<file path="src/rtl/sram_read_arbiter.sv">
// sram_read_arbiter
//   Two-port read arbiter/sequencer for the external 16-bit asynchronous SRAM.
//   Port 0 is the NN feature/weight fetch and port 1 is a secondary reader.
//   Each read holds ADDR for WAIT_CYCLES cycles, then captures Data into rdata
//   and pulses rvalid for the port that owned the access. A new request can be
//   accepted at the capture edge, so back-to-back reads have no idle bubble.
//
// Build option:
//   SRAM_ARB_RR_EN  defined   -> round-robin tie-break (last-served port loses)
//                   undefined -> fixed priority, port 0 wins ties
//
// Parameters:
//   WAIT_CYCLES  cycles ADDR is held before Data is sampled (1..15)
//
// Ports:
//   CLK, RESET   clock; asynchronous active-high reset
//   req[1:0]     per-port read request
//   addr0/addr1  per-port 20-bit word address
//   gnt[1:0]     one-cycle pulse: request accepted, address latched
//   rvalid[1:0]  one-cycle pulse: rdata holds that port's word
//   rdata        captured read word (held until the next capture)
//   busy         access in flight
//   ADDR         registered SRAM address
//   CE, OE       active-low chip/output enable (low during an access)
//   WE           active-low write enable, tied high
//   UB, LB       active-low byte enables, tied low
//   Data         SRAM data bus (read only)
module sram_read_arbiter #(
  parameter int unsigned WAIT_CYCLES = 2
) (
  input  logic        CLK,
  input  logic        RESET,
  input  logic [1:0]  req,
  input  logic [19:0] addr0,
  input  logic [19:0] addr1,
  output logic [1:0]  gnt,
  output logic [1:0]  rvalid,
  output logic [15:0] rdata,
  output logic        busy,
  output logic [19:0] ADDR,
  output logic        CE,
  output logic        OE,
  output logic        WE,
  output logic        UB,
  output logic        LB,
  input  logic [15:0] Data
);

  typedef enum logic {
    IDLE,
    ACCESS
  } state_t;

  localparam logic [3:0] CNT_LOAD = 4'(WAIT_CYCLES - 1);

  state_t      state;
  state_t      state_nxt;
  logic [3:0]  cnt;
  logic [3:0]  cnt_nxt;
  logic        owner;
  logic        owner_nxt;
  logic [19:0] addr_nxt;
  logic [15:0] rdata_nxt;
  logic [1:0]  gnt_nxt;
  logic [1:0]  rvalid_nxt;
  logic        capture;
  logic        accept;
  logic        winner;

`ifdef SRAM_ARB_RR_EN
  // Port that wins the next tie; always the one not granted most recently.
  logic rr_ptr;
  logic rr_ptr_nxt;

  always_comb begin
    winner     = (req == 2'b11) ? rr_ptr : ~req[0];
    rr_ptr_nxt = accept ? ~winner : rr_ptr;
  end

  always_ff @(posedge CLK or posedge RESET) begin
    if (RESET) rr_ptr <= 1'b0;
    else       rr_ptr <= rr_ptr_nxt;
  end
`else
  // Port 1 can only win when port 0 is not requesting.
  always_comb begin
    winner = ~req[0];
  end
`endif

  always_comb begin
    state_nxt  = state;
    cnt_nxt    = cnt;
    owner_nxt  = owner;
    addr_nxt   = ADDR;
    rdata_nxt  = rdata;
    gnt_nxt    = '0;
    rvalid_nxt = '0;

    capture = (state == ACCESS) && (cnt == '0);
    // req is only looked at when the port is free: in IDLE or at the capture edge.
    accept  = (req != '0) && ((state == IDLE) || capture);

    if ((state == ACCESS) && (cnt != '0)) begin
      cnt_nxt = cnt - 4'd1;
    end

    if (capture) begin
      rdata_nxt         = Data;
      rvalid_nxt[owner] = 1'b1;
      state_nxt         = IDLE;
    end

    // A grant at the capture edge overrides the return to IDLE.
    if (accept) begin
      state_nxt       = ACCESS;
      cnt_nxt         = CNT_LOAD;
      owner_nxt       = winner;
      addr_nxt        = winner ? addr1 : addr0;
      gnt_nxt[winner] = 1'b1;
    end
  end

  always_ff @(posedge CLK or posedge RESET) begin
    if (RESET) begin
      state  <= IDLE;
      cnt    <= '0;
      owner  <= 1'b0;
      ADDR   <= '0;
      rdata  <= '0;
      gnt    <= '0;
      rvalid <= '0;
    end else begin
      state  <= state_nxt;
      cnt    <= cnt_nxt;
      owner  <= owner_nxt;
      ADDR   <= addr_nxt;
      rdata  <= rdata_nxt;
      gnt    <= gnt_nxt;
      rvalid <= rvalid_nxt;
    end
  end

  assign busy = (state == ACCESS);
  assign CE   = ~busy;
  assign OE   = ~busy;
  assign WE   = 1'b1;
  assign UB   = 1'b0;
  assign LB   = 1'b0;

endmodule

</file>
<file path="config.mk">
export PLATFORM = sky130hd
export DESIGN_NAME = sram_read_arbiter
export DESIGN_NICKNAME = d
export VERILOG_FILES = /design/src/rtl/sram_read_arbiter.sv
export SDC_FILE = /design/constraint.sdc
export NUM_CORES = 1
export LEC_CHECK = 0
export ABC_AREA = 1
export CAP_MARGIN = 20
export CORE_ASPECT_RATIO = 0.5
export CORE_MARGIN = 3
export CORE_UTILIZATION = 65
export CTS_CLUSTER_SIZE = 24
export DETAILED_ROUTE_END_ITERATION = 10
export DONT_BUFFER_PORTS = 1
export PLACE_DENSITY_LB_ADDON = 0.08
export SYNTH_ARGS = -nofsm -noshare
export SYNTH_HDL_FRONTEND = slang
export SYNTH_SLANG_ARGS = --single-unit
</file>
<file path="constraint.sdc">
create_clock -name CLK -period 3.7 [get_ports CLK]
set_input_delay 0.555 -clock CLK [delete_from_list [all_inputs] [get_ports CLK]]
set_output_delay 0.555 -clock CLK [all_outputs]
set_load 0.02 [all_outputs]
</file>
==> flow_summary_export.csv <==
group,metric,value,unit
synth,synth_common_cells,"98 x nand2_1, 46 x dfrtp_1, 19 x a21boi_0, 13 x o21ai_1, 8 x inv_1",
clocking,cts_root_buffer,"clkbuf_8",
floorplan,fp-row-count,13,
setup_path,rr_endpoint,"ADDR[0]$_DFFE_PP0P_",
route,drc_errors,0,
clocking,clockBufferDepth,2,
timing,relSlewSlack,38.2,%
floorplan,die_x,86.5,um
clocking,cts_hold_buf,0,
setup_path,cp_slowest_cell,"nand2_2",
power_and_ir_drop,p_leak,1.10,nW
setup_path,r2r_start,"cnt[0]$_DFFE_PP0P_",
floorplan,design.die.area,0.00400,mm^2
synth,synthArstFlopShare,100,%
route,drt-total-wl,4040,um
power_and_ir_drop,switching_share,44.8,%
clocking,cts_made_buffers,5,
cells_and_area,antenna_cells,0,
synth,avgSynthCellArea,9.03,um^2
setup_path,path_buf_inv,1,
power_and_ir_drop,power_frac_comb,25.7,%
cells_and_area,layout-drive-gt1-share,11.9,%
status,outcome,"complete, no violations",
setup_path,cp.required,3.90,ns
cells_and_area,fin_nets,288,
setup_path,cpPeakStageDelay,0.64,ns
power_and_ir_drop,switchingPower,0.908,mW
route,ant_nets,0,
min_path,min_path_cells,1,
floorplan,die_h,46.2,um
timing,finalCritPeriodShare,52.7,%
setup_path,reg2reg_depth,7,
grt,grt_max_degree,48,
timing,slew_violations,0,
synth,yosysTopAreaCell,"dfrtp_1",
route,wl_per_cell,15.3,um
setup_path,cp_common_cell,"nand2_4",
setup_path,critPathKind,"reg2reg",
timing,skew,0.00528,ns
place,place_congestion,0.743,
route,dr.first_iter.drc_count,22,
min_path,hold_start,"req[0]",
grt,grt_pass1_vias,1324,
power_and_ir_drop,p_seq_share,56.1,%
synth,ys_warn_count,0,
timing,setup_viol,0,
cells_and_area,fill_cells,202,
synth,ys_ff_latch,46,
place,hpwl,2840,um
cells_and_area,stdcell_count,264,
cells_and_area,area_delta_synth_final,2.26,%
timing,hold_violations,0,
setup_path,worstPathArrival,2.15,ns
clocking,h-tree-depth,2,
clocking,clk_pin_slew,0.08,ns
floorplan,ios,106,
synth,netlist_instances,233,
synth,yosysMostFrequentCell,"nand2_1",
route,via_per_inst,5.53,
timing,tightest_slew,0.925,ns
route,vias,1461,
clocking,ctsResizeCount,0,
setup_path,critical_path.top_delay_family,"simple AND/OR/NAND/NOR gates",
setup_path,start_kind,"register",
setup_path,crit_path_start,"cnt[0]$_DFFE_PP0P_",
grt,antenna_found_initial,0,
place,io_buffers,0,
timing,fin_setup_tns,0,ns
clocking,cts.sinks,46,
synth,syn-cell-area,0.00210,mm^2
clocking,clkLatencyLatePin,0.29,ns
synth,ys.flop_type,"dfrtp_1",
synth,ys_seq_area_share,54.7,%
timing,fmax,513,MHz
power_and_ir_drop,power_density,942,mW/mm^2
timing,fin_crit,1.95,ns
grt,grt_overflow,0,
timing,rsz0062_at_grt,"false",
synth,ys_types,23,
setup_path,endpoint_kind,"register",
floorplan,start_util,74.4,%
synth,synth_top_cell_area_share,54.7,%
synth,synth_edf_count,0,
grt,grtUsageTotal,20.7,%
flow_run,cap_violations,0,
route,firstDrtPassIters,4,
setup_path,crit_path_cell_trace,"inv_1, ha_1, nand2_4, nand2_4, nand2_2, nand2_1, o21ai_2",
power_and_ir_drop,clkPwrFrac,18.2,%
place,dp_cells,256,
clocking,cts_tree,"built",
floorplan,fp.coreArea,0.00283,mm^2
synth,synthTopCellsByArea,"dfrtp_1 55%, nand2_1 17%, a21boi_0 6.8%",
setup_path,reg2reg_slack,1.75,ns
setup_path,cp_max_fo,47,
min_path,min_path_type,"in2reg",
min_path,hold_end,"gnt[1]$_DFF_PP0_",
power_and_ir_drop,intPower,1.12,mW
grt,grt_pass1_wl,6130,um
clocking,postCtsSetupBuffers,0,
power_and_ir_drop,ir_drop,0.520,mV
[cells in the final DEF (no fill, tap or decap)]
cell type   instances
bufinv_16           1
ha_1                2
dfrtp_1            46
nand3_1             5
o21ai_2             7
nor2_1              3
o21ai_0             1
nor2_4              1
conb_1              3
clkinvlp_4          2
o21ai_1            13
or2_2               1
nor2_2              3
nand4_1             2
clkbuf_8            5
nand2_2             1
nand2_4             2
inv_1               7
nand2_1            98
a21boi_1            1
inv_2               4
a21boi_0           19
[power groups by stage]
stage          Sequential [mW]  Combinational, mW  Clock, mW
4_1_cts                   1.14              0.528      0.375
6_report                  1.14              0.521      0.369
3_3_place_gp              1.15              0.495          0
3_5_place_dp              1.15              0.526          0
5_1_grt                   1.16              0.607      0.396
2_1_floorplan             1.10              0.505          0
[sequential cells by signal, indices dropped and copies added, names as in the netlist]
| register | count |
|---|---|
| gnt | 2 |
| busy | 1 |
| cnt | 4 |
| owner | 1 |
| rvalid | 2 |
| ADDR | 20 |
| rdata | 16 |
[cell families after synthesis]
group | share of synthesized area (%)
DFF | 54.7
and+or+nand+nor | 22.9
adders and majority gates | 1.19
AOI/OAI and AO/OA | 13.4
other | 0.357
buffers and inverters | 7.49
[stage by stage]
| stage | instance area (um^2) | hold WS (ns) | utilization [%] | worst slack (ns) | total power [mW] |
|---|---|---|---|---|---|
| global route | 2150 | 0.303 | 76.0 | 1.57 | 2.17 |
| floorplan | 2110 | 0.434 | - | 2.06 | 1.60 |
| finish | 2150 | 0.318 | 76.0 | 1.75 | 2.03 |
| CTS | 2150 | 0.309 | 76.0 | 1.75 | 2.05 |
| detailed placement | 2040 | 0.475 | 72.0 | 1.78 | 1.67 |
| global placement | 2040 | 0.451 | 72.0 | 1.89 | 1.64 |
[worst max-delay path by stage]
| stage | endpoint | slack (ns) | cells after the start |
|---|---|---|---|
| 2_1_floorplan | ADDR[0]$_DFFE_PP0P_ | 2.06 | 1 |
| 3_3_place_gp | ADDR[4]$_DFFE_PP0P_ | 1.89 | 5 |
| 3_5_place_dp | ADDR[12]$_DFFE_PP0P_ | 1.78 | 4 |
| 4_1_cts | ADDR[0]$_DFFE_PP0P_ | 1.75 | 7 |
| 5_1_grt | ADDR[0]$_DFFE_PP0P_ | 1.57 | 7 |
| 6_report | ADDR[0]$_DFFE_PP0P_ | 1.75 | 7 |
[layout make-up]
| class | count | area, um^2 | share of cell area (%) |
|---|---|---|---|
| Tap cell | 37 | 46.3 | 2.15 |
| Clock inverter | 3 | 45.0 | 2.09 |
| Sequential cell | 46 | 1150 | 53.5 |
| Clock buffer | 5 | 68.8 | 3.20 |
| Inverter | 11 | 41.3 | 1.92 |
| Multi-Input combinational cell | 162 | 800 | 37.2 |
[per-layer routing]
layer	global-route usage, %	up-vias	share of wire, %
met1	23.7	676	40
met5	0	-	0
met3	9.11	2	12
met4	6.52	0	0.47
li1	-	713	-
met2	36.0	70	47
Power figures use the tool's default switching activity.
